## src/rtl/xm_pkg.sv

```systemverilog
// Shared types and defaults for the xm instruction fetch unit.
// The fetch_entry_t field widths come from XM_WORD/XM_ADDR.
package xm_pkg;

    localparam int XM_WORD = 16;
    localparam int XM_ADDR = 16;
    localparam logic [XM_ADDR-1:0] XM_RESET_PC = 16'h0000;

    typedef enum logic [1:0] {
        IDLE = 2'd0,
        REQ  = 2'd1,
        DROP = 2'd2,
        HALT = 2'd3
    } fetch_state_t;

    typedef struct packed {
        logic [XM_ADDR-1:0] pc;
        logic [XM_WORD-1:0] inst;
    } fetch_entry_t;

    // Sequential fetch address; wraps naturally modulo 2^XM_ADDR.
    function automatic logic [XM_ADDR-1:0] next_fetch_pc(input logic [XM_ADDR-1:0] pc);
        return pc + XM_ADDR'(2);
    endfunction

endpackage

```

## src/rtl/xm_fetch_queue.sv

```systemverilog
// Small synchronous FIFO of fetched {pc, inst} entries.
// Flush wins over push; a push into a full queue is only taken alongside a pop.
module xm_fetch_queue
    import xm_pkg::*;
#(
    parameter int DEPTH = 2
) (
    input  logic                         clk_i,
    input  logic                         arst_ni,
    input  logic                         push_i,
    input  fetch_entry_t                 push_data_i,
    input  logic                         pop_i,
    input  logic                         flush_i,
    output fetch_entry_t                 head_o,
    output logic [$clog2(DEPTH+1)-1:0]   count_o,
    output logic                         empty_o
);

    localparam int CNT_W = $clog2(DEPTH + 1);
    localparam int PTR_W = (DEPTH > 1) ? $clog2(DEPTH) : 1;
    localparam logic [CNT_W-1:0] FULL_CNT = CNT_W'(DEPTH);
    localparam logic [PTR_W-1:0] LAST_PTR = PTR_W'(DEPTH - 1);

    fetch_entry_t     mem_q [DEPTH];
    logic [PTR_W-1:0] wr_ptr_q, wr_ptr_d;
    logic [PTR_W-1:0] rd_ptr_q, rd_ptr_d;
    logic [CNT_W-1:0] count_q, count_d;
    logic             do_push;
    logic             do_pop;

    function automatic logic [PTR_W-1:0] ptr_inc(input logic [PTR_W-1:0] p);
        return (p == LAST_PTR) ? '0 : p + 1'b1;
    endfunction

    always_comb begin
        do_pop   = pop_i & (count_q != '0);
        do_push  = push_i & ((count_q != FULL_CNT) | do_pop);
        wr_ptr_d = wr_ptr_q;
        rd_ptr_d = rd_ptr_q;
        count_d  = count_q;
        if (flush_i) begin
            wr_ptr_d = '0;
            rd_ptr_d = '0;
            count_d  = '0;
        end else begin
            if (do_push) begin
                wr_ptr_d = ptr_inc(wr_ptr_q);
            end
            if (do_pop) begin
                rd_ptr_d = ptr_inc(rd_ptr_q);
            end
            count_d = count_q + CNT_W'(do_push) - CNT_W'(do_pop);
        end
    end

    always_ff @(posedge clk_i or negedge arst_ni) begin
        if (!arst_ni) begin
            wr_ptr_q <= '0;
            rd_ptr_q <= '0;
            count_q  <= '0;
        end else begin
            wr_ptr_q <= wr_ptr_d;
            rd_ptr_q <= rd_ptr_d;
            count_q  <= count_d;
        end
    end

    // Storage needs no reset: nothing reads it until count_q says it holds data.
    always_ff @(posedge clk_i) begin
        if (do_push && !flush_i) begin
            mem_q[wr_ptr_q] <= push_data_i;
        end
    end

    assign head_o  = mem_q[rd_ptr_q];
    assign count_o = count_q;
    assign empty_o = (count_q == '0);

endmodule

```

## src/rtl/xm_fetch_unit.sv

```systemverilog
// Instruction fetch stage: owns the fetch PC, talks req/ack to imem, buffers words for the decoder.
// Define XM_FETCH_ALIGN_CHECK_EN to fault and halt on odd redirect targets. RESET_PC must be even.
module xm_fetch_unit
    import xm_pkg::*;
#(
    parameter int              WORD     = XM_WORD,
    parameter int              ADDR     = XM_ADDR,
    parameter logic [ADDR-1:0] RESET_PC = XM_RESET_PC,
    parameter int              DEPTH    = 2
) (
    input  logic            clk_i,
    input  logic            arst_ni,
    output logic            imem_req_o,
    output logic [ADDR-1:0] imem_adr_o,
    input  logic            imem_ack_i,
    input  logic [WORD-1:0] imem_data_i,
    output logic [WORD-1:0] inst_o,
    output logic [ADDR-1:0] instPc_o,
    output logic            instValid_o,
    input  logic            instReady_i,
    input  logic            redirect_i,
    input  logic [ADDR-1:0] redirectPc_i,
    output logic            fault_o
);

    localparam int CNT_W = $clog2(DEPTH + 1);
    localparam logic [CNT_W:0] DEPTH_V = (CNT_W + 1)'(DEPTH);

    fetch_state_t    state_q, state_d;
    logic [ADDR-1:0] adr_q, adr_d;
    logic [ADDR-1:0] tgt_q, tgt_d;
    fetch_entry_t    hold_q, hold_d;

    logic            push;
    logic            flush;
    logic            pop;
    fetch_entry_t    push_entry;
    fetch_entry_t    q_head;
    logic [CNT_W-1:0] q_count;
    logic            q_empty;
    fetch_entry_t    disp;
    logic [ADDR-1:0] redir_pc;
    logic [CNT_W:0]  cnt_ext;
    logic [CNT_W:0]  occ_pop;
    logic [CNT_W:0]  occ_push_pop;

`ifdef XM_FETCH_ALIGN_CHECK_EN
    logic            fault_q, fault_d;
    logic            halt_q, halt_d;
    logic            redir_odd;

    assign redir_odd = redirectPc_i[0];
`endif

    assign redir_pc     = redirectPc_i & ~ADDR'(1);
    assign pop          = ~q_empty & instReady_i & ~redirect_i;
    assign push_entry   = '{pc: adr_q, inst: imem_data_i};
    assign cnt_ext      = {1'b0, q_count};
    assign occ_pop      = cnt_ext - (CNT_W + 1)'(pop);
    assign occ_push_pop = cnt_ext + (CNT_W + 1)'(1) - (CNT_W + 1)'(pop);

    xm_fetch_queue #(
        .DEPTH(DEPTH)
    ) u_queue (
        .clk_i      (clk_i),
        .arst_ni    (arst_ni),
        .push_i     (push),
        .push_data_i(push_entry),
        .pop_i      (pop),
        .flush_i    (flush),
        .head_o     (q_head),
        .count_o    (q_count),
        .empty_o    (q_empty)
    );

    // A redirect with a request still in flight parks in DROP so the stale word is swallowed.
    always_comb begin
        state_d = state_q;
        adr_d   = adr_q;
        tgt_d   = tgt_q;
        push    = 1'b0;
        flush   = 1'b0;
`ifdef XM_FETCH_ALIGN_CHECK_EN
        fault_d = fault_q;
        halt_d  = halt_q;
`endif
        if (redirect_i) begin
            flush = 1'b1;
`ifdef XM_FETCH_ALIGN_CHECK_EN
            fault_d = redir_odd;
`endif
            if (imem_req_o && !imem_ack_i) begin
                state_d = DROP;
                tgt_d   = redir_pc;
`ifdef XM_FETCH_ALIGN_CHECK_EN
                halt_d  = redir_odd;
`endif
            end else begin
`ifdef XM_FETCH_ALIGN_CHECK_EN
                halt_d = 1'b0;
                if (redir_odd) begin
                    state_d = HALT;
                end else begin
                    state_d = REQ;
                    adr_d   = redir_pc;
                end
`else
                state_d = REQ;
                adr_d   = redir_pc;
`endif
            end
        end else begin
            case (state_q)
                IDLE: begin
                    if (occ_pop < DEPTH_V) begin
                        state_d = REQ;
                    end
                end
                REQ: begin
                    if (imem_ack_i) begin
                        push    = 1'b1;
                        adr_d   = next_fetch_pc(adr_q);
                        state_d = (occ_push_pop < DEPTH_V) ? REQ : IDLE;
                    end
                end
                DROP: begin
                    if (imem_ack_i) begin
                        adr_d   = tgt_q;
                        state_d = REQ;
`ifdef XM_FETCH_ALIGN_CHECK_EN
                        if (halt_q) begin
                            state_d = HALT;
                        end
                        halt_d = 1'b0;
`endif
                    end
                end
`ifdef XM_FETCH_ALIGN_CHECK_EN
                HALT: begin
                    state_d = HALT;
                end
`endif
                default: begin
                    state_d = IDLE;
                end
            endcase
        end
    end

    always_ff @(posedge clk_i or negedge arst_ni) begin
        if (!arst_ni) begin
            state_q <= IDLE;
            adr_q   <= RESET_PC;
            tgt_q   <= RESET_PC;
            hold_q  <= '0;
        end else begin
            state_q <= state_d;
            adr_q   <= adr_d;
            tgt_q   <= tgt_d;
            hold_q  <= hold_d;
        end
    end

`ifdef XM_FETCH_ALIGN_CHECK_EN
    always_ff @(posedge clk_i or negedge arst_ni) begin
        if (!arst_ni) begin
            fault_q <= 1'b0;
            halt_q  <= 1'b0;
        end else begin
            fault_q <= fault_d;
            halt_q  <= halt_d;
        end
    end

    assign fault_o = fault_q;
`else
    assign fault_o = 1'b0;
`endif

    // With the queue empty the outputs keep showing whatever was presented last.
    assign disp   = q_empty ? hold_q : q_head;
    assign hold_d = disp;

    assign imem_req_o  = (state_q == REQ) || (state_q == DROP);
    assign imem_adr_o  = adr_q;
    assign instValid_o = ~q_empty;
    assign inst_o      = disp.inst;
    assign instPc_o    = disp.pc;

endmodule

```

## config.mk

```make
export PLATFORM = sky130hd
export DESIGN_NAME = xm_fetch_unit
export DESIGN_NICKNAME = d
export VERILOG_FILES = /design/src/rtl/xm_pkg.sv /design/src/rtl/xm_fetch_queue.sv /design/src/rtl/xm_fetch_unit.sv
export SDC_FILE = /design/constraint.sdc
export NUM_CORES = 1
export LEC_CHECK = 0
export CELL_PAD_IN_SITES_DETAIL_PLACEMENT = 0
export CELL_PAD_IN_SITES_GLOBAL_PLACEMENT = 1
export CORE_MARGIN = 5
export CORE_UTILIZATION = 38
export CTS_BUF_LIST = sky130_fd_sc_hd__clkbuf_8 sky130_fd_sc_hd__clkbuf_16
export CTS_CLUSTER_SIZE = 28
export DETAILED_ROUTE_END_ITERATION = 16
export GPL_TIMING_DRIVEN = 1
export PLACE_DENSITY_LB_ADDON = 0.1
export SETUP_SLACK_MARGIN = 0.1
export SLEW_MARGIN = 25
export SYNTH_ARGS = -nofsm -noshare
export SYNTH_HDL_FRONTEND = slang
export SYNTH_SLANG_ARGS = --single-unit
export TNS_END_PERCENT = 10
```

## constraint.sdc

```tcl
create_clock -name clk_i -period 4.17 [get_ports clk_i]
set_input_delay 0.417 -clock clk_i [delete_from_list [all_inputs] [get_ports clk_i]]
set_output_delay 0.417 -clock clk_i [all_outputs]
set_load 0.05 [all_outputs]
```

# Word level (Yosys, flattened, before mapping)

Memories as Yosys holds them, arrays and structs flattened.
Cells that the tools add are included.

Bitwise operators: 7
Mux-type cells: 26
Reductions and logical operators: 14
Multipliers: 0
$lt $le $gt $ge: 2
Eq/ne operators: 7
Divide/modulo/power cells: 0
Add/sub/neg operators: 8
Shift-type cells: 0

Operators by type and width:

| kind                                                                          | count |
|---|---|
| 16-bit two-way mux                                                            | 4 |
| 32-bit two-way mux                                                            | 1 |
| 16-bit case mux with 2 select lines                                           | 1 |
| 16-bit by 2-bit adder with 16-bit output (second input constant)              | 1 |
| 1-bit two-way mux                                                             | 13 |
| 2-bit two-way mux                                                             | 6 |
| 3-bit != test (second input constant)                                         | 3 |
| 3-bit by 2-bit less-than comparator with 1-bit output (second input constant) | 2 |
| 2-bit case mux with 3 select lines                                            | 1 |
| 2-bit nonzero test                                                            | 3 |
| 1-bit AND                                                                     | 4 |
| 2-bit logical NOT                                                             | 2 |
| 2-bit != test (second input constant)                                         | 2 |
| 4-bit AND reduction                                                           | 1 |
| 2-bit by 1-bit adder with 3-bit output (second input constant)                | 1 |
| 3-bit AND reduction                                                           | 1 |
| 3-bit nonzero test                                                            | 1 |
| 2-bit by 1-bit subtractor with 3-bit output                                   | 1 |
| 3-bit by 1-bit subtractor with 3-bit output                                   | 1 |
| 1-bit adder (second input constant)                                           | 2 |
| 2-bit by 1-bit adder with 2-bit output                                        | 1 |
| 2-bit by 1-bit == test with 1-bit output (second input constant)              | 1 |
| 2-bit == test (second input constant)                                         | 1 |
| 1-bit logical AND                                                             | 2 |
| other kinds (6)                                                               | 8 |

Input bits: 37
Bits in latches: 0
Logic and storage cells: 73
Memories: 1
Output and inout bits: 51
Memory bits (read-only): 0
Bits in writable memories: 64
Flip-flop bits (word level): 69

Memories:

| memory        | depth | bits a word | rd ports | clocked after Yosys merged registers in | write ports | line                 | text |
|---|---|---|---|---|---|---|---|
| u_queue.mem_q | 2     | 32          | 1        | 0                                       | 1           | xm_fetch_queue.sv:24 | `fetch_entry_t mem_q [DEPTH];` |

# Longest topological paths before layout

Gate-level depths: netlist of the first run.

Depth in word-level cells: 10
Depth in mapped cells: 9
Gate-level depth less buffers: 7

# Modules after synthesis

A second synthesis of the first run with hierarchy kept.

Cell total of the unflattened synthesis: 395
Area total of the unflattened synthesis: 5713.0 um2

Modules (own cells, without submodules):

| module         | area an instance (um2) | cells an instance | instances | sequential area each (um2) |
|---|---|---|---|---|
| xm_fetch_unit  | 3166.8                 | 273               | 1         | 1601.5 |
| xm_fetch_queue | 2546.2                 | 122               | 1         | 2021.9 |

# Worst setup path after synthesis of the first run

No wires, ideal clock.

Path kind: register to register
Start: register state_q[1]
End: memory u_queue.mem_q[0][0] (netlist bit) (enable)
Period minus slack after synthesis: 4.250 ns
Data arrival time: 3.751 ns
Stages on the path, launching flop included: 5
Data required time: 3.671 ns
Path buffers: 0
Slack: -0.080 ns
Setup time: 0.499 ns
Path through: dfrtp_1 > inv_1 > ha_1 > nand2_1 > nor4_1

Word-level cells in the longest chain between the ends: 7

Ends and longest elaborated chain:

| what                                     | line                 | text |
|---|---|---|
| start: declaration                       | xm_fetch_unit.sv:29  | `fetch_state_t state_q, state_d;` |
| start signal: assignment                 | xm_fetch_unit.sv:157 | `state_q <= state_d;` |
| 2-bit by 1-bit == test with 1-bit output | xm_fetch_unit.sv:113 | `case (state_q)` |
| 1-bit two-way mux                        | xm_fetch_unit.sv:113 |  |
| 1-bit two-way mux                        | xm_fetch_unit.sv:87  | `if (redirect_i) begin` |
| 1-bit AND                                | xm_fetch_queue.sv:37 | `do_push = push_i & ((count_q != FULL_CNT) \| do_pop);` |
| 1-bit logical AND                        | xm_fetch_queue.sv:70 | `if (do_push && !flush_i) begin` |
| 1-bit two-way mux                        | xm_fetch_queue.sv:70 |  |
| 1-bit two-way mux (implied by the code)  | xm_fetch_queue.sv:71 | `mem_q[wr_ptr_q] <= push_data_i;` |
| end: declaration                         | xm_fetch_queue.sv:24 |  |

No other way between the ends.

# Worst setup path in the final report of the first run

Start: register u_queue.count_q[0] (netlist: u_queue.count_o[0])
End: output port inst_o[8]

Word-level cells in the longest chain between the ends: 2

Ends and longest elaborated chain:

| what                     | line                 | text |
|---|---|---|
| start: declaration       | xm_fetch_queue.sv:27 | `logic [CNT_W-1:0] count_q, count_d;` |
| start signal: assignment | xm_fetch_queue.sv:64 | `count_q <= count_d;` |
| 2-bit logical NOT        | xm_fetch_queue.sv:77 | `assign empty_o = (count_q == '0);` |
| 32-bit two-way mux       | xm_fetch_unit.sv:181 | `assign disp = q_empty ? hold_q : q_head;` |
| end: declaration         | xm_fetch_unit.sv:17  | `output logic [WORD-1:0] inst_o,` |

No other way between the ends.

==> impl_metrics.env, run 1 <==
export IMPL_outcome="completed"
export IMPL_startpoint="u_queue.count_o[0]"
export IMPL_netlist_area_um2=5400
export IMPL_synth_most_common_cell="dfrtp_1"
export IMPL_io_buffers=84
export IMPL_fin_skew_ns=0.00466
export IMPL_clock_latency_ns=0.41
export IMPL_postRouteAntennaNets=0
export IMPL_fin_crit_sh=0.798
export IMPL_cts_tree="yes"
export IMPL_final_core_util=0.497
export IMPL_hp_class="in -> async"
export IMPL_die_w_um=129
export IMPL_max_stage_delay_ns=0.84
export IMPL_die_y_um=129
export IMPL_syn_area_per_cell_um2=12.1
export IMPL_period_needed_ns=3.33
export IMPL_endpoint_kind="output port"
export IMPL_path_cells="or2_2 > buf_4 > nor2_1 > a21oi_1 > clkdlybuf4s50_1"
export IMPL_hold_violations=0
export IMPL_num_rows=43
export IMPL_grt_overflow=0
export IMPL_final_cells=724
export IMPL_cts_clk_slew_worst_paths_ns=0.05
export IMPL_ys_ff_latch=130
export IMPL_pwr_density_cell_nw_per_um2=803
export IMPL_clockBufferDepth=2
export IMPL_synth_edf_count=62
export IMPL_final_max_slew_violation_count=0
export IMPL_synthFlopType="dfrtp_1"
export IMPL_cts_buffers=17
export IMPL_r2r_slack_ns=1.90
export IMPL_layout_drive_gt1_share=0.0772
export IMPL_start_kind="flip-flop"
export IMPL_final_nets=576
export IMPL_cts_resized=0
export IMPL_post_route_drc_count=0
export IMPL_worst_slew_pin_slew_ns=1.00
export IMPL_antenna_found_initial=0
export IMPL_path_delay_family="buffers and inverters"
export IMPL_synth_warning_count=0
export IMPL_diodes=0
export IMPL_yosysTopAreaCell="edfxtp_1"
export IMPL_placed_area_um2=6410
export IMPL_io_pins=88
export IMPL_max_slew_margin=0.331
export IMPL_post_cts_repair_setup_buffers=0
export IMPL_timing_rr_start="state_q[1]"
export IMPL_grt_max_degree=69
export IMPL_critPathArrivalTime_ns=2.91
export IMPL_gp_congestion=0.743
export IMPL_maxCapViolations=0
export IMPL_die_area_um2=16700
export IMPL_synthArstFlopShare=0.523
export IMPL_place_hpwl_mm=7.35
export IMPL_fillerInstances=1261
export IMPL_fin_tns_setup_ns=0
export IMPL_cp_slowest_cell="clkdlybuf4s50_1"
export IMPL_grt_pass1_wl_mm=19.4
export IMPL_r2r_cells=5
export IMPL_seq_area_um2=3560
export IMPL_ir_worst_vdd_mv=0.309
export IMPL_synth_commonest_cells="dfrtp_1, edfxtp_1, nand2_1, nor2_1, mux2i_1"
export IMPL_root_buffer="clkbuf_16"
export IMPL_design_area_um2=6930
export IMPL_rsz0062_at_grt="false"
export IMPL_final_setup_viol_count=0
export IMPL_hold_slack_ns=0.0274
export IMPL_cts_sink_count=130
export IMPL_grt_pass1_vias=3690
export IMPL_core_area_um2=13900
export IMPL_vias=3565
export IMPL_multi_input_area_um2=1700
export IMPL_cts_hold_buf=0
export IMPL_critical_path_class="reg -> out"
export IMPL_p_leak_nw=2.64
export IMPL_r2r_end="u_queue.mem_q[1][15]"
export IMPL_gr_usage_all_layers=0.152
export IMPL_avgRoutedWirePerCell_um=16.3
export IMPL_drt_iter0_markers=195
export IMPL_endpoint="inst_o[8]"
export IMPL_ctsHtreeMaxLevel=4
export IMPL_cp_depth=5
export IMPL_fmax_mhz=300
export IMPL_syn_inst=447
export IMPL_yosysSeqAreaShare=0.660
export IMPL_drt_vias_per_instance=4.92
export IMPL_dp_cells=694
export IMPL_routed_wl_mm=11.8
export IMPL_initial_utilization=0.388
export IMPL_crit_fanout=33
export IMPL_first_pass_iters=4
export IMPL_cp_buffers_inverters=2
export IMPL_syn_to_final_growth_pct=28.3
export IMPL_synth_top_area_frac=0.345
export IMPL_synth_area_leaders="edfxtp_1, dfrtp_1, mux2i_1"
export IMPL_required_ns=3.75
export IMPL_synth_cell_types=46
[cell usage in the layout (no fill, tap or decap), types with 3 or more instances in the layout]
master	Yosys	final
a21oi_1	35	35
a221o_1	4	4
a31oi_1	3	3
and3_1	4	4
buf_4	4	6
clkbuf_16	0	17
clkbuf_8	0	3
clkdlybuf4s50_1	0	83
clkinv_2	0	4
dfrtp_1	68	67
edfxtp_1	62	62
ha_1	6	6
inv_1	8	11
inv_2	3	3
mux2i_1	36	36
nand2_1	60	60
nand2b_1	3	3
nand3_1	11	11
nor2_1	48	48
nor3_1	4	4
o211ai_1	4	4
o21ai_0	9	9
o21ai_1	15	15
xnor2_1	4	4
xor2_1	5	5
[registers in the layout (all words and copies together) (netlist names)]
signal,flops
imem_adr_o,15
state_q,2
u_queue.rd_ptr_q,1
u_queue.wr_ptr_q,1
tgt_q,15
hold_q,32
u_queue.mem_q,62
u_queue.count_o,2
[area by class of cell]
type | instances | share of cell area
inverter | 11 | 0.00596
clock buffer | 20 | 0.0673
timing repair buffer | 90 | 0.128
multi-input combinational | 283 | 0.245
sequential | 130 | 0.514
clock inverter | 10 | 0.00668
tap | 180 | 0.0325
[per-layer routing]
| metal | track usage | part of all wire | routed length, um |
|---|---|---|---|
| met5 | 0 | 0 | 0 |
| met4 | 0.0686 | 0.013 | 159 |
| met3 | 0.0437 | 0.051 | 599 |
| met1 | 0.198 | 0.47 | 5490 |
| met2 | 0.238 | 0.47 | 5540 |
[logic make-up (layout without fill, tap and decap cells)]
kind of cell	count (synthesis)	after routing	share of synthesized area
AND/OR/NAND/NOR	144	144	0.117
flip-flops	130	130	0.660
AO/OA/AOI/OAI	84	84	0.0936
multiplexers	38	38	0.0709
buffers and inverters	35	131	0.0292
XOR/XNOR	9	9	0.0146
adder cells (fa/ha/maj)	6	6	0.0139
other	1	2	0.000694
[where the power goes]
group	leakage (nW)	internal, W	switching (W)
clock network	0.266	0.000782	0.000503
registers	1.36	0.00175	0.000291
logic	1.01	0.000751	0.00148
total	2.64	0.00329	0.00228
[stage by stage]
step	total power (W)	setup slack, ns
final	0.00557	0.842
after global placement	0.00429	1.25
after floorplan	0.00354	1.25
after CTS	0.00563	0.768
after global routing	0.00587	0.588
after detailed placement	0.00432	1.22
[how the worst min path moves through the flow]
stage | from | to | slack, ns | cells after the start
final | arst_ni | hold_q[7] | 0.03 | 1
after global routing | arst_ni | hold_q[7] | 0.07 | 1
after global placement | tgt_q[10] | tgt_q[10] | 0.45 | 2
after floorplan | arst_ni | hold_q[0] | 0.12 | 0
after detailed placement | tgt_q[10] | tgt_q[10] | 0.45 | 2
after CTS | arst_ni | hold_q[7] | 0.18 | 1
(Power assumes the default switching activity.)
==> run 2: changes to the inputs <==
Settings changed: CORE_UTILIZATION 38 to 42.
Clock period 4.17 ns to 3.2 ns, I/O delays scaled along.
==> impl_metrics.env, run 2 (synthesis results as in run 1) <==
export IMPL_outcome="completed"
export IMPL_maxCapViolations=0
export IMPL_fmax_mhz=349
export IMPL_top_register="u_queue.mem_q"
export IMPL_final_max_slew_violation_count=0
export IMPL_fillerInstances=1081
export IMPL_postRouteAntennaNets=0
export IMPL_cts_clk_slew_worst_paths_ns=0.06
export IMPL_place_hpwl_mm=7.41
export IMPL_largest_reg_flops=62
export IMPL_num_rows=41
export IMPL_grt_max_degree=69
export IMPL_io_pins=88
export IMPL_core_area_um2=12600
export IMPL_critPathArrivalTime_ns=2.55
export IMPL_startpoint="u_queue.count_o[1]"
export IMPL_worst_slew_pin_slew_ns=0.719
export IMPL_max_slew_margin=0.519
export IMPL_die_area_um2=15200
export IMPL_cts_buffers=17
export IMPL_multi_input_area_um2=1700
export IMPL_die_w_um=123
export IMPL_vias=3554
export IMPL_diodes=0
export IMPL_final_setup_viol_count=0
export IMPL_ir_worst_vdd_mv=0.538
export IMPL_initial_utilization=0.428
export IMPL_fin_ws_ns=0.334
export IMPL_required_ns=2.88
export IMPL_clockBufferDepth=2
export IMPL_rsz0062_at_grt="false"
export IMPL_post_route_drc_count=0
export IMPL_root_buffer="clkbuf_16"
export IMPL_endpoint_kind="output port"
export IMPL_cts_tree="yes"
export IMPL_pwr_density_cell_nw_per_um2=1050
export IMPL_layout_drive_gt1_share=0.0835
export IMPL_gp_congestion=0.779
export IMPL_final_common_cell="clkdlybuf4s50_1"
export IMPL_hold_violations=0
export IMPL_antenna_found_initial=0
export IMPL_seq_area_um2=3560
export IMPL_critical_path_class="reg -> out"
export IMPL_final_nets=581
export IMPL_crit_fanout=32
export IMPL_post_cts_repair_setup_buffers=0
export IMPL_cts_sink_count=130
export IMPL_die_y_um=123
export IMPL_ctsHtreeMaxLevel=4
export IMPL_fin_crit_sh=0.896
export IMPL_grt_pass1_vias=3506
export IMPL_grt_pass1_wl_mm=17.9
export IMPL_syn_to_final_growth_pct=30.2
export IMPL_clock_latency_ns=0.40
export IMPL_io_buffers=84
export IMPL_hp_class="in -> async"
export IMPL_final_cells=723
export IMPL_p_leak_nw=2.68
export IMPL_dp_cells=689
export IMPL_routed_wl_mm=11.3
export IMPL_fin_tns_setup_ns=0
export IMPL_timing_rr_start="state_q[1]"
export IMPL_top_regs="u_queue.mem_q x62, hold_q x32"
export IMPL_drt_vias_per_instance=4.92
export IMPL_first_pass_iters=5
export IMPL_fin_skew_ns=0.00559
export IMPL_avgRoutedWirePerCell_um=15.6
export IMPL_start_kind="flip-flop"
export IMPL_grt_overflow=0
export IMPL_drt_iter0_markers=217
export IMPL_gr_usage_all_layers=0.155
export IMPL_period_needed_ns=2.87
export IMPL_layout_common_cells="clkdlybuf4s50_1, dfrtp_1, edfxtp_1, nand2_1, nor2_1"
export IMPL_post_place_ws_ns=0.486
-- run 2: where the power goes --
part | switching [W] | internal, W
registers | 0.000373 | 0.00228
logic | 0.00195 | 0.000986
clock network | 0.000651 | 0.00112
total | 0.00297 | 0.00439
-- run 2: repair_timing --
| action | in CTS | in global routing |
|---|---|---|
| gates resized for setup | 1 | 1 |
| hold endpoints to repair | 0 | 17 |
| endpoints found under the setup margin | 10 | 1 |
| cloned | 0 | 0 |
| pin swaps | 0 | 0 |
| hold buffers | 0 | 1 |
-- run 2: through the flow --
| step | hold WS, ns | utilization | power (W) | instance area (um2) |
|---|---|---|---|---|
| after floorplan | 0.0244 | - | 0.00461 | 5410 |
| after global placement | 0.450 | 0.510 | 0.00558 | 6440 |
| after detailed placement | 0.461 | 0.510 | 0.00564 | 6440 |
| after CTS | 0.174 | 0.554 | 0.00744 | 6990 |
| after global routing | 0.431 | 0.557 | 0.00775 | 7030 |
| final | 0.412 | 0.557 | 0.00736 | 7030 |
-- run 2: layout make-up --
type | instances | share of cell area
Sequential cell | 130 | 0.507
Clock buffer | 17 | 0.0605
Tap cell | 172 | 0.0306
Clock inverter | 15 | 0.0181
Timing Repair Buffer | 95 | 0.136
Inverter | 11 | 0.00587
Multi-Input combinational cell | 283 | 0.242
-- run 2: worst paths after layout --
| kind | endpoint | slack, ns | cells past startpoint |
|---|---|---|---|
| worst max-delay path | inst_o[11] | 0.33 | 5 |
| worst min-delay path | hold_q[9] | 0.41 | 3 |
| worst max register to register | u_queue.mem_q[1][25] | 0.88 | 6 |
| worst min register to register | tgt_q[10] | 0.47 | 2 |
| max in group asynchronous | imem_adr_o[5] | 2.24 | 4 |
| min in group clk_i | tgt_q[10] | 0.47 | 2 |
-- run 2: per-layer routing --
| layer | wire (um) | share of wire | vias to the layer above | track usage |
|---|---|---|---|---|
| met4 | 98 | 0.0087 | 0 | 0.0436 |
| met3 | 524 | 0.046 | 8 | 0.0439 |
| li1 | - | - | 1763 | - |
| met2 | 5630 | 0.50 | 67 | 0.260 |
| met5 | 0 | 0 | - | 0 |
| met1 | 5020 | 0.45 | 1716 | 0.198 |
-- run 2: critical path, cell delays in order, from the launching register on --
cell and delay [ns]:
dfrtp_1 0.40, or2_4 0.38, buf_4 0.30, nor2_1 0.06, a21oi_1 0.16, clkdlybuf4s50_1 0.84
==> run 3: changes to the inputs <==
Settings changed: REMOVE_ABC_BUFFERS set to 1.
==> impl_metrics.env, run 3 (synthesis results as in run 1) <==
export IMPL_postRouteAntennaNets=0
export IMPL_grt_pass1_wl_mm=18.8
export IMPL_final_setup_viol_count=0
export IMPL_crit_fanout=48
export IMPL_gp_congestion=0.720
export IMPL_vias=3592
export IMPL_place_hpwl_mm=7.45
export IMPL_cts_tree="yes"
export IMPL_io_pins=88
export IMPL_top_register="u_queue.mem_q"
export IMPL_cts_resized=0
export IMPL_critical_path_class="reg -> out"
export IMPL_required_ns=2.88
export IMPL_pwr_density_cell_nw_per_um2=1050
export IMPL_outcome="completed"
export IMPL_diodes=0
export IMPL_maxCapViolations=0
export IMPL_avgRoutedWirePerCell_um=16.0
export IMPL_core_area_um2=12600
export IMPL_use_met2=0.269
export IMPL_drt_iter0_markers=209
export IMPL_top_regs="u_queue.mem_q x62, hold_q x32"
export IMPL_final_nets=581
export IMPL_cts_clk_slew_worst_paths_ns=0.05
export IMPL_die_w_um=123
export IMPL_endpoint_kind="output port"
export IMPL_clock_latency_ns=0.41
export IMPL_largest_reg_flops=62
export IMPL_dp_cells=690
export IMPL_max_slew_margin=0.549
export IMPL_layout_common_cells="clkdlybuf4s50_1, dfrtp_1, edfxtp_1, nand2_1, nor2_1"
export IMPL_grt_pass1_vias=3688
export IMPL_rsz0062_at_grt="false"
export IMPL_layout_drive_gt1_share=0.0799
export IMPL_num_rows=41
export IMPL_routed_wl_mm=11.6
export IMPL_comb_power_share=0.400
export IMPL_initial_utilization=0.428
export IMPL_p_leak_nw=2.69
export IMPL_die_area_um2=15200
export IMPL_grt_max_degree=69
export IMPL_final_max_slew_violation_count=0
export IMPL_final_core_util=0.556
export IMPL_cts_hold_buf=0
export IMPL_grt_overflow=0
export IMPL_first_pass_iters=5
export IMPL_clockBufferDepth=2
export IMPL_fin_crit_sh=0.922
export IMPL_sw_frac_of_total=0.401
export IMPL_multi_input_area_um2=1690
export IMPL_seq_area_um2=3560
export IMPL_cts_buffers=17
export IMPL_p_seq_frac=0.359
export IMPL_die_y_um=123
export IMPL_final_cells=723
export IMPL_hold_slack_ns=0.465
export IMPL_power_internal_w=0.00442
export IMPL_final_common_cell="clkdlybuf4s50_1"
export IMPL_p_total_w=0.00737
export IMPL_root_buffer="clkbuf_16"
export IMPL_hold_violations=0
export IMPL_io_buffers=84
export IMPL_p_switching_w=0.00296
export IMPL_post_cts_repair_setup_buffers=0
export IMPL_antenna_found_initial=0
export IMPL_hp_class="in -> reg"
export IMPL_grtUsageMet1=0.203
export IMPL_use_met3=0.0476
export IMPL_gr_usage_all_layers=0.164
export IMPL_critPathArrivalTime_ns=2.63
export IMPL_post_route_drc_count=0
export IMPL_ctsHtreeMaxLevel=4
export IMPL_worstHoldPathCells=3
export IMPL_fin_skew_ns=0.00597
export IMPL_cts_sink_count=130
export IMPL_worst_slew_pin_slew_ns=0.676
export IMPL_fin_tns_setup_ns=0
export IMPL_start_kind="flip-flop"
export IMPL_syn_to_final_growth_pct=29.8
export IMPL_fillerInstances=1115
export IMPL_ir_worst_vdd_mv=0.450
export IMPL_top_usage_layer="met2"
export IMPL_period_needed_ns=2.95
export IMPL_r2r_cells=8
export IMPL_fmax_mhz=339
export IMPL_pwr_share_clk=0.241
export IMPL_drt_vias_per_instance=4.97
run 3: cell count changes in the layout (fill, tap and decap cells not counted), sizes merged:
| cell | delta |
|---|---|
| clkinv | -1 |
| clkbuf | +1 |
| inv | +3 |
| clkdlybuf4s50 | +1 |
| clkinvlp | -3 |
| dlymetal6s2s | -1 |
run 3: power by group through the flow:
stage	Combinational, W	Sequential (W)	Clock [W]
after floorplan	0.00168	0.00290	0
after global placement	0.00295	0.00266	0
after detailed placement	0.00297	0.00268	0
after CTS	0.00299	0.00265	0.00182
after global routing	0.00316	0.00271	0.00189
final	0.00295	0.00265	0.00178
run 3: metrics by stage:
| step | instance area, um2 | worst slack (ns) |
|---|---|---|
| 4_1_cts | 7000 | 0.197 |
| 3_5_place_dp | 6450 | 0.640 |
| 6_report | 7010 | 0.249 |
| 2_1_floorplan | 5290 | -1.05 |
| 5_1_grt | 7010 | 0.122 |
| 3_3_place_gp | 6450 | 0.653 |
run 3: area by class of cell:
class	count	area share
Tap cell	172	0.0307
Multi-Input combinational cell	283	0.241
Timing Repair Buffer	95	0.136
Inverter	11	0.00589
Sequential cell	130	0.508
Clock inverter	14	0.0155
Clock buffer	18	0.0626
run 3: per-layer routing:
layer,vias up,routed length [um]
met5,-,0
met4,0,195
met3,16,658
met2,92,5660
met1,1714,5070
li1,1770,-
run 3: critical path: stages (launching register included):
cell and delay (ns):
dfrtp_1 0.41, or2_2 0.47, buf_12 0.25, a21oi_1 0.23, clkdlybuf4s50_1 0.85
run 3: final timing paths:
| kind | startpoint | to | slack (ns) |
|---|---|---|---|
| setup reg to reg | state_q[0] | imem_adr_o[13] | 0.98 |
| max in group asynchronous | arst_ni | u_queue.rd_ptr_q | 2.18 |
| setup / recovery | u_queue.count_o[0] | inst_o[13] | 0.25 |
| hold / removal | redirectPc_i[3] | tgt_q[3] | 0.46 |
| hold reg to reg | tgt_q[10] | tgt_q[10] | 0.47 |
| min in group asynchronous | arst_ni | hold_q[14] | 0.52 |
